<file path="src/rtl/arb_pkg.sv">
// Shared constants and state encoding for the weighted round-robin arbiter.
package arb_pkg;

    localparam int N_DEF  = 4;
    localparam int WW_DEF = 4;

    typedef enum logic {
        IDLE = 1'b0,
        OWN  = 1'b1
    } state_t;

endpackage

</file>
<file path="src/rtl/rr_pick.sv">
// Rotating-priority selector: first set req bit scanning ptr, ptr+1, ... modulo N.
module rr_pick
    import arb_pkg::*;
#(
    parameter int N = N_DEF
) (
    input  logic [N-1:0]         req,
    input  logic [$clog2(N)-1:0] ptr,
    output logic                 valid,
    output logic [$clog2(N)-1:0] idx
);

    localparam int IW = $clog2(N);

    logic [IW-1:0] pos;

    // Scan from the farthest offset down so the nearest hit to ptr is written last.
    always_comb begin
        valid = 1'b0;
        idx   = '0;
        pos   = '0;
        for (int k = N - 1; k >= 0; k--) begin
            pos = IW'((int'(ptr) + k) % N);
            if (req[pos]) begin
                valid = 1'b1;
                idx   = pos;
            end
        end
    end

endmodule

</file>
<file path="src/rtl/wrr_arbiter.sv">
// Weighted round-robin arbiter: an owner holds the grant for up to weight beats,
// then priority rotates past it; hand-over happens on the release edge with no bubble.
module wrr_arbiter
    import arb_pkg::*;
#(
    parameter int N  = N_DEF,
    parameter int WW = WW_DEF
) (
    input  logic                 clk,
    input  logic                 rst_n,
    input  logic [N-1:0]         req,
    input  logic [N*WW-1:0]      weight,
    input  logic                 xfer,
    output logic [N-1:0]         grant,
    output logic [$clog2(N)-1:0] grant_idx,
    output logic                 busy
);

    localparam int IW = $clog2(N);

    state_t        state;
    state_t        state_nxt;
    logic [IW-1:0] ptr;
    logic [IW-1:0] ptr_rel;
    logic [IW-1:0] sel_ptr;
    logic [WW-1:0] credit;
    logic          rel;
    logic          load;
    logic          pick_valid;
    logic [IW-1:0] pick_idx;

    // A zero weight still grants one beat so a requester can never be starved.
    function automatic logic [WW-1:0] eff_weight(input logic [N*WW-1:0] w,
                                                 input logic [IW-1:0]   i);
        logic [WW-1:0] f;
        f = '0;
        for (int k = 0; k < N; k++) begin
            if (IW'(k) == i) f = w[k*WW +: WW];
        end
        return (f == '0) ? WW'(1) : f;
    endfunction

    rr_pick #(.N(N)) u_pick (
        .req   (req),
        .ptr   (sel_ptr),
        .valid (pick_valid),
        .idx   (pick_idx)
    );

    always_ff @(posedge clk) begin
        if (!rst_n) state <= IDLE;
        else        state <= state_nxt;
    end

    always_comb begin
        state_nxt = state;
        case (state)
            IDLE:    if (pick_valid) state_nxt = OWN;
            OWN:     if (rel && !pick_valid) state_nxt = IDLE;
            default: state_nxt = IDLE;
        endcase
    end

    // During ownership the selector already looks past the owner, so a release
    // can reload the next winner on the same edge.
    always_comb begin
        ptr_rel = (grant_idx == IW'(N - 1)) ? '0 : grant_idx + IW'(1);
        rel     = (state == OWN) && ((xfer && (credit == WW'(1))) || !req[grant_idx]);
        sel_ptr = (state == OWN) ? ptr_rel : ptr;
        load    = pick_valid && ((state == IDLE) || rel);
    end

    always_ff @(posedge clk) begin
        if (!rst_n) begin
            grant     <= '0;
            grant_idx <= '0;
            ptr       <= '0;
            credit    <= '0;
        end else begin
            if (rel) ptr <= ptr_rel;
            if (load) begin
                grant     <= {{(N-1){1'b0}}, 1'b1} << pick_idx;
                grant_idx <= pick_idx;
                credit    <= eff_weight(weight, pick_idx);
            end else if (rel) begin
                grant     <= '0;
                grant_idx <= '0;
                credit    <= '0;
            end else if ((state == OWN) && xfer && (credit != '0)) begin
                credit    <= credit - WW'(1);
            end
        end
    end

    assign busy = |grant;

endmodule

</file>
<file path="config.mk">
export PLATFORM = sky130hd
export DESIGN_NAME = wrr_arbiter
export DESIGN_NICKNAME = d
export VERILOG_FILES = /design/src/rtl/arb_pkg.sv /design/src/rtl/rr_pick.sv /design/src/rtl/wrr_arbiter.sv
export SDC_FILE = /design/constraint.sdc
export NUM_CORES = 1
export LEC_CHECK = 0
export BUFFER_PORTS_ARGS = -buffer_cell sky130_fd_sc_hd__buf_4
export CAP_MARGIN = 20
export CELL_PAD_IN_SITES_DETAIL_PLACEMENT = 0
export CELL_PAD_IN_SITES_GLOBAL_PLACEMENT = 1
export CORE_MARGIN = 10
export CORE_UTILIZATION = 37
export CTS_CLUSTER_SIZE = 20
export DETAILED_ROUTE_END_ITERATION = 6
export GPL_ROUTABILITY_DRIVEN = 0
export PLACE_DENSITY_LB_ADDON = 0.1
export SYNTH_ARGS = -nofsm -noshare
export SYNTH_HDL_FRONTEND = slang
export SYNTH_SLANG_ARGS = --single-unit
</file>
<file path="constraint.sdc">
create_clock -name clk -period 2.7 [get_ports clk]
set_input_delay 0.27 -clock clk [delete_from_list [all_inputs] [get_ports clk]]
set_output_delay 0.27 -clock clk [all_outputs]
set_load 0.005 [all_outputs]
</file>
-- Word level (Yosys, flattened, before mapping)
Index checks and enable logic that the tools add are counted.
- input bits: 23
- output and inout bits: 7
- register bits after elaboration: 13
- word-level logic and storage cells: 75
- equal/unequal tests: 5
- $add $sub $neg: 5
- shifts and indexed selects: 1
- reductions and logical operators: 16
- bitwise operators: 1
- order comparisons: 5
- muxes and demuxes: 37
- operator list (cell ; number):
    $mux 4 ; 12
    $mux 2 ; 8
    $lt 2x3->1 const B ; 5
    $mux 1 ; 11
    $bmux 1 s2 ; 5
    $logic_and 1x1->1 ; 6
    $add 2x1->2 const B ; 2
    $add 2x2->2 const B ; 2
    $eq 2x2->1 const A ; 2
    $eq 4x1->1 const B ; 1
    $logic_not 4->1 ; 1
    $reduce_bool 4->1 ; 1
    $reduce_or 4->1 ; 1
    $shl 1x2->4 const A ; 1
    $sub 4x1->4 const B ; 1
    $reduce_bool 3->1 ; 1
    $eq 1x2->1 const A ; 1
    $eq 2x2->1 const B ; 1
    $logic_not 1->1 ; 2
    $logic_not 2->1 ; 1
    $logic_or 1x1->1 ; 2
    $pmux 1 s2 ; 1
    $reduce_bool 2->1 ; 1
    $not 1->1 ; 1

-- Longest topological paths before layout
- depth after elaboration: 20
- depth in mapped cells: 8
- depth with buffers taken out: 8

-- Hierarchy
From an unflattened synthesis, not the netlist that was laid out.
- cell total of the unflattened synthesis: 112
- area total of the unflattened synthesis: 985.9 µm²
- modules (own cells, without submodules) (module ; area an instance (µm²) ; instances ; cells each ; sequential area each (µm²)):
    wrr_arbiter ; 908.4 ; 1 ; 99 ; 260.2
    rr_pick ; 77.6 ; 1 ; 13 ; 0.0

-- Worst setup path after synthesis
OpenSTA, ideal clock, no wires.
- path kind: register to register
- from: reg grant_idx[0]
- to: reg credit[1]
- path buffers: 0
- library setup time: 100 ps
- clock period less this slack: 2389 ps
- required time: 2600 ps
- arrival time: 2290 ps
- setup slack: 311 ps
- cell stages (with the launch flop): 7
- cell sequence: dfxtp_1 ha_1 mux2_4 a221oi_2 a211o_1 mux2_4 a2111oi_4
- longest elaborated chain between the ends: 20
- elaborated cells between the ends (all ways): 45
- those cells by class: add/sub (4); eq/ne (4); mux (29); reduce/logical (8)
- RTL lines (what ; line ; text):
    start: declaration ; wrr_arbiter.sv:15 ; output logic [$clog2(N)-1:0] grant_idx,
    start signal: assignment ; wrr_arbiter.sv:83 ; grant_idx <= pick_idx;
    $add 2x1->2 or $eq 2x2->1 (tied branches) ; wrr_arbiter.sv:67 ; ptr_rel = (grant_idx == IW'(N - 1)) ? '0 : grant_idx + IW'(1);
    $mux 2 * ; wrr_arbiter.sv:67 ;
    net ptr_rel[1] ; wrr_arbiter.sv:24 ; logic [IW-1:0] ptr_rel;
    $mux 2 * ; wrr_arbiter.sv:69 ; sel_ptr = (state == OWN) ? ptr_rel : ptr;
    $add 2x2->2 ; rr_pick.sv:23 ; pos = IW'((int'(ptr) + k) % N);
    $bmux 1 s2 ; rr_pick.sv:24 ; if (req[pos]) begin
    $mux 1 (implied by the code) ; rr_pick.sv:24 ;
    $mux 2 (4 in a row) ; rr_pick.sv:24 ;
    $logic_not 2->1 ; wrr_arbiter.sv:38 ; if (IW'(k) == i) f = w[k*WW +: WW];
    $mux 4 (4 in a row) ; wrr_arbiter.sv:38 ;
    $mux 4 ; wrr_arbiter.sv:81 ; if (load) begin
    $mux 4 ; wrr_arbiter.sv:74 ; if (!rst_n) begin
    $logic_not 4->1 ; wrr_arbiter.sv:40 ; return (f == '0) ? WW'(1) : f;
    $mux 4 ; wrr_arbiter.sv:40 ;
    $mux 4 ; wrr_arbiter.sv:81 ;
    end signal: assignment ; wrr_arbiter.sv:84 ; credit <= eff_weight(weight, pick_idx);
    end signal: assignment ; wrr_arbiter.sv:90 ; credit <= credit - WW'(1);
    end: declaration ; wrr_arbiter.sv:26 ; logic [WW-1:0] credit;
The timed path passes the listed nets; every way through them passes the cells marked *. The select of a mux whose other input is x is not followed.
A chain may end at the register's enable or synchronous reset.

-- Worst setup path after layout
- from: reg grant_idx[1]
- to: reg credit[1]
Same word-level chain as after synthesis.

==> key figures <==
Power and ir drop
  – Logic pwr share: 0.455
  – Internal: 0.4259 mW
  – Net Sw Power: 0.2567 mW
  – Switching share of power: 0.3761
  – Power share of the clock group: 0.187
  – Sequential Power Share: 0.358
  – Worst VDD drop: 0.0004616 V
  – Power per Cell Area: 512.8 nW/µm²
  – P_leak: 0.5727 nW

Route
  – Routed vias: 1,061
  – Pre-Repair DR Iteration Count: 4
  – DRC: 0
  – Wirelength per Cell: 15.97 µm
  – Final WL: 2970 µm
  – Antenna Nets Post-Route: 0
  – Vias per cell: 5.704
  – DR iter-0 viols: 65

Clocking
  – CTS resizes: 0
  – Clock transition at the registers of the reported paths: 0.09 ns
  – CTS tree: yes
  – Number of H-tree levels: 1
  – Hold buffers post-CTS: 0
  – Clock Latency Late Sink: 0.29 ns
  – Clk root buf: clkbuf_4
  – Worst-case clock buffer depth: 2
  – Clock Sink Count: 13
  – Number of CTS-inserted buffers: 3
  – Post-CTS setup buffer count: 0

Yosys
  – Area of the mapped netlist: 1056 µm²
  – FF+latch count, synth: 13
  – Count of different cell masters after synthesis: 48
  – Compound-cell area share of the yosys netlist: 0.2950
  – Asr flop ratio synth: 0
  – Simple-Gate Fraction of Synth Area: 0.2299
  – Post-Syn Instances: 123
  – Seq/Total Area, Yosys: 0.2464
  – Dominant cell type by area after synthesis: dfxtp_1
  – Top_reg_cell synth: dfxtp_1
  – Syn Area/Cell: 8.585 µm²
  – Post-synthesis mux area share: 0.1268
  – Synth warn: 0
  – Post-synth EDFFs: 0
  – Post-Syn Nets: 150
  – Yosys top cell area share: 0.2464
  – XOR/XNOR share of the synthesized area: 0
  – Area contributors post-synth: dfxtp_1, mux2i_1, ha_1
  – Synthesized-area fraction occupied by adder cells: 0.04739
  – Main combinational cell family by area after synthesis: compound AO/OA/AOI/OAI gates

Critical path
  – Critical path peak fanout: 6
  – Crit. path cell count: 7
  – Reg2Reg Setup Slack: 0.32 ns
  – CP max-delay cell: and3_1
  – CP Launch Type: flop
  – Worst r2r src: grant_idx[1]
  – CP Cell Sequence: ha_1 -> mux2i_1 -> a41oi_1 -> and3_1 -> mux2i_1 -> mux2_4 -> a2111oi_4
  – WP buf/inv: 0
  – Worst reg-to-reg path cell count: 7
  – Worst setup EP type: flop
  – CP peak stage delay: 0.40 ns
  – FF-to-FF End: credit[1]
  – Delay-heaviest family, CP: compound AO/OA/AOI/OAI gates
  – CP Data Arrival Time: 2.58 ns
  – Worst Path Required: 2.90 ns
  – Most used cell, CP: mux2i_1
  – WS Path Type: flop to flop

Layout
  – Post-route cell area: 1331 µm²
  – Layout cell share with drive strength beyond 1: 0.3032
  – Final nets: 183
  – Fill cells: 282
  – Antenna cells: 0
  – Layout Cells excl Fill: 186
  – Synth-to-Final Area Change: 26.07%

Timing
  – Slew Limit Fails: 0
  – Slew HR: 0.4664
  – Setup total negative slack: 0 ns
  – Worst Hold Slack: 0.2134 ns
  – Setup-failing EPs final: 0
  – Minimum clock period: 2.378 ns
  – Worst slew pin tran: 0.7931 ns
  – RSZ-0062 raised after global routing: false
  – Fin crit share: 0.8806
  – F_max: 420.6 MHz
  – Final Hold Viols: 0
  – Skew final: 0.007193 ns

Placed design
  – Port Buffers: 29
  – Placed cells: 182
  – Hpwl dp: 2456 µm
  – DP Area: 1304 µm²

Hold path
  – Min-Delay Path Class: input pin to flop
  – Worst Hold End: credit[2]
  – Hold_sp: rst_n
  – Worst Hold Path Cells: 2

Floorplanning
  – Initial Utilization: 0.3863
  – Row count: 19
  – Floorplan core area: 2734 µm²
  – Die Area: 5391 µm²
  – Die height: 73.43 µm
  – Die Wd: 73.43 µm
  – IO Pins: 30

GRT
  – Largest net degree at the start of global routing: 12
  – First-pass GRT wire length: 5002 µm
  – Vias in the first global route: 1,058
  – GRT Total Usage: 0.1142
  – GRT overflow: 0
  – Initial antenna violation count: 0

Run
  – Max_cap viols: 0

Outcome
  – Status: finished clean
## cell usage after synthesis, types with 2 or more instances
cell type / number
nand3_1: 3
nor4_1: 2
nor3_1: 3
nor3b_1: 2
nor2_1: 10
dfxtp_1: 13
a21oi_1: 8
ha_1: 4
a211oi_1: 4
inv_1: 7
and3_1: 2
mux2_4: 2
nor2b_1: 2
nand2_1: 13
a2111oi_0: 3
mux2i_1: 7
nand2b_1: 4
buf_6: 2
a32oi_1: 2
o22ai_1: 2
## power by group through the flow
stage / sequential (mW) / combinational [mW] / clock (mW)
detailed placement: 0.249 / 0.311 / 0
global route: 0.249 / 0.348 / 0.144
global placement: 0.248 / 0.311 / 0
finish: 0.245 / 0.310 / 0.128
CTS: 0.244 / 0.314 / 0.129
floorplan: 0.244 / 0.215 / 0
## cell families after synthesis
kind of cell | Yosys count
buf+inv | 11
compound gates | 37
fa+ha+maj | 4
mux | 11
flops | 13
simple gates | 47
## per-stage QoR
step	total power, mW	worst slack, ns	utilization
final	0.6827	0.3223	0.4870
after global routing	0.7404	0.1767	0.4870
after CTS	0.6875	0.3156	0.4870
after detailed placement	0.5598	0.3302	0.4769
after global placement	0.5593	0.3880	0.4769
after floorplan	0.4583	0.3108	-
## routing by layer
metal,global-route usage,part of all wire,vias to the layer above
li1,-,-,534
met1,0.1235,0.41,496
met2,0.1958,0.51,25
met3,0.05249,0.071,6
met4,0.03106,0.014,0
met5,0,0,-
## state kept, by name, summed over array words and instances (netlist names)
signal     count
credit         4
grant          4
grant_idx      2
ptr            2
state          1
## cells in the final DEF, fill, tap and decap left out, drive strengths merged, types with 3 or more instances in the layout
master,count
inv,7
mux2i,7
buf,32
dfxtp,13
nor3,3
a21oi,8
a2111oi,4
nand3,3
nand2,13
nand2b,4
clkbuf,3
ha,4
mux2,3
a32oi,3
a211oi,5
nor2,10
## worst max-delay path by stage
| stage | slack, ns | endpoint | startpoint |
|---|---|---|---|
| global placement | 0.39 | credit[1] | grant_idx[1] |
| finish | 0.32 | credit[1] | grant_idx[1] |
| CTS | 0.32 | credit[1] | grant_idx[1] |
| global route | 0.18 | credit[1] | grant_idx[1] |
| detailed placement | 0.33 | credit[1] | grant_idx[1] |
| floorplan | 0.31 | credit[1] | grant_idx[0] |
## cell type report
cell class	count	area, µm²	area share
clock buffers	3	22.52	0.01692
multi-input cells	99	738.2	0.5545
repair buffers	32	240.2	0.1805
well taps	31	38.79	0.02914
inverters	7	26.28	0.01974
flip-flops and latches	13	260.3	0.1955
clock inverters	1	5.005	0.003759
## worst register-to-register path: stages (launching register included)
cell       delay (ns)
dfxtp_1          0.35
ha_1             0.37
mux2i_1          0.13
a41oi_1          0.30
and3_1           0.40
mux2i_1          0.13
mux2_4           0.30
a2111oi_4        0.32
(Power assumes the default switching activity.)
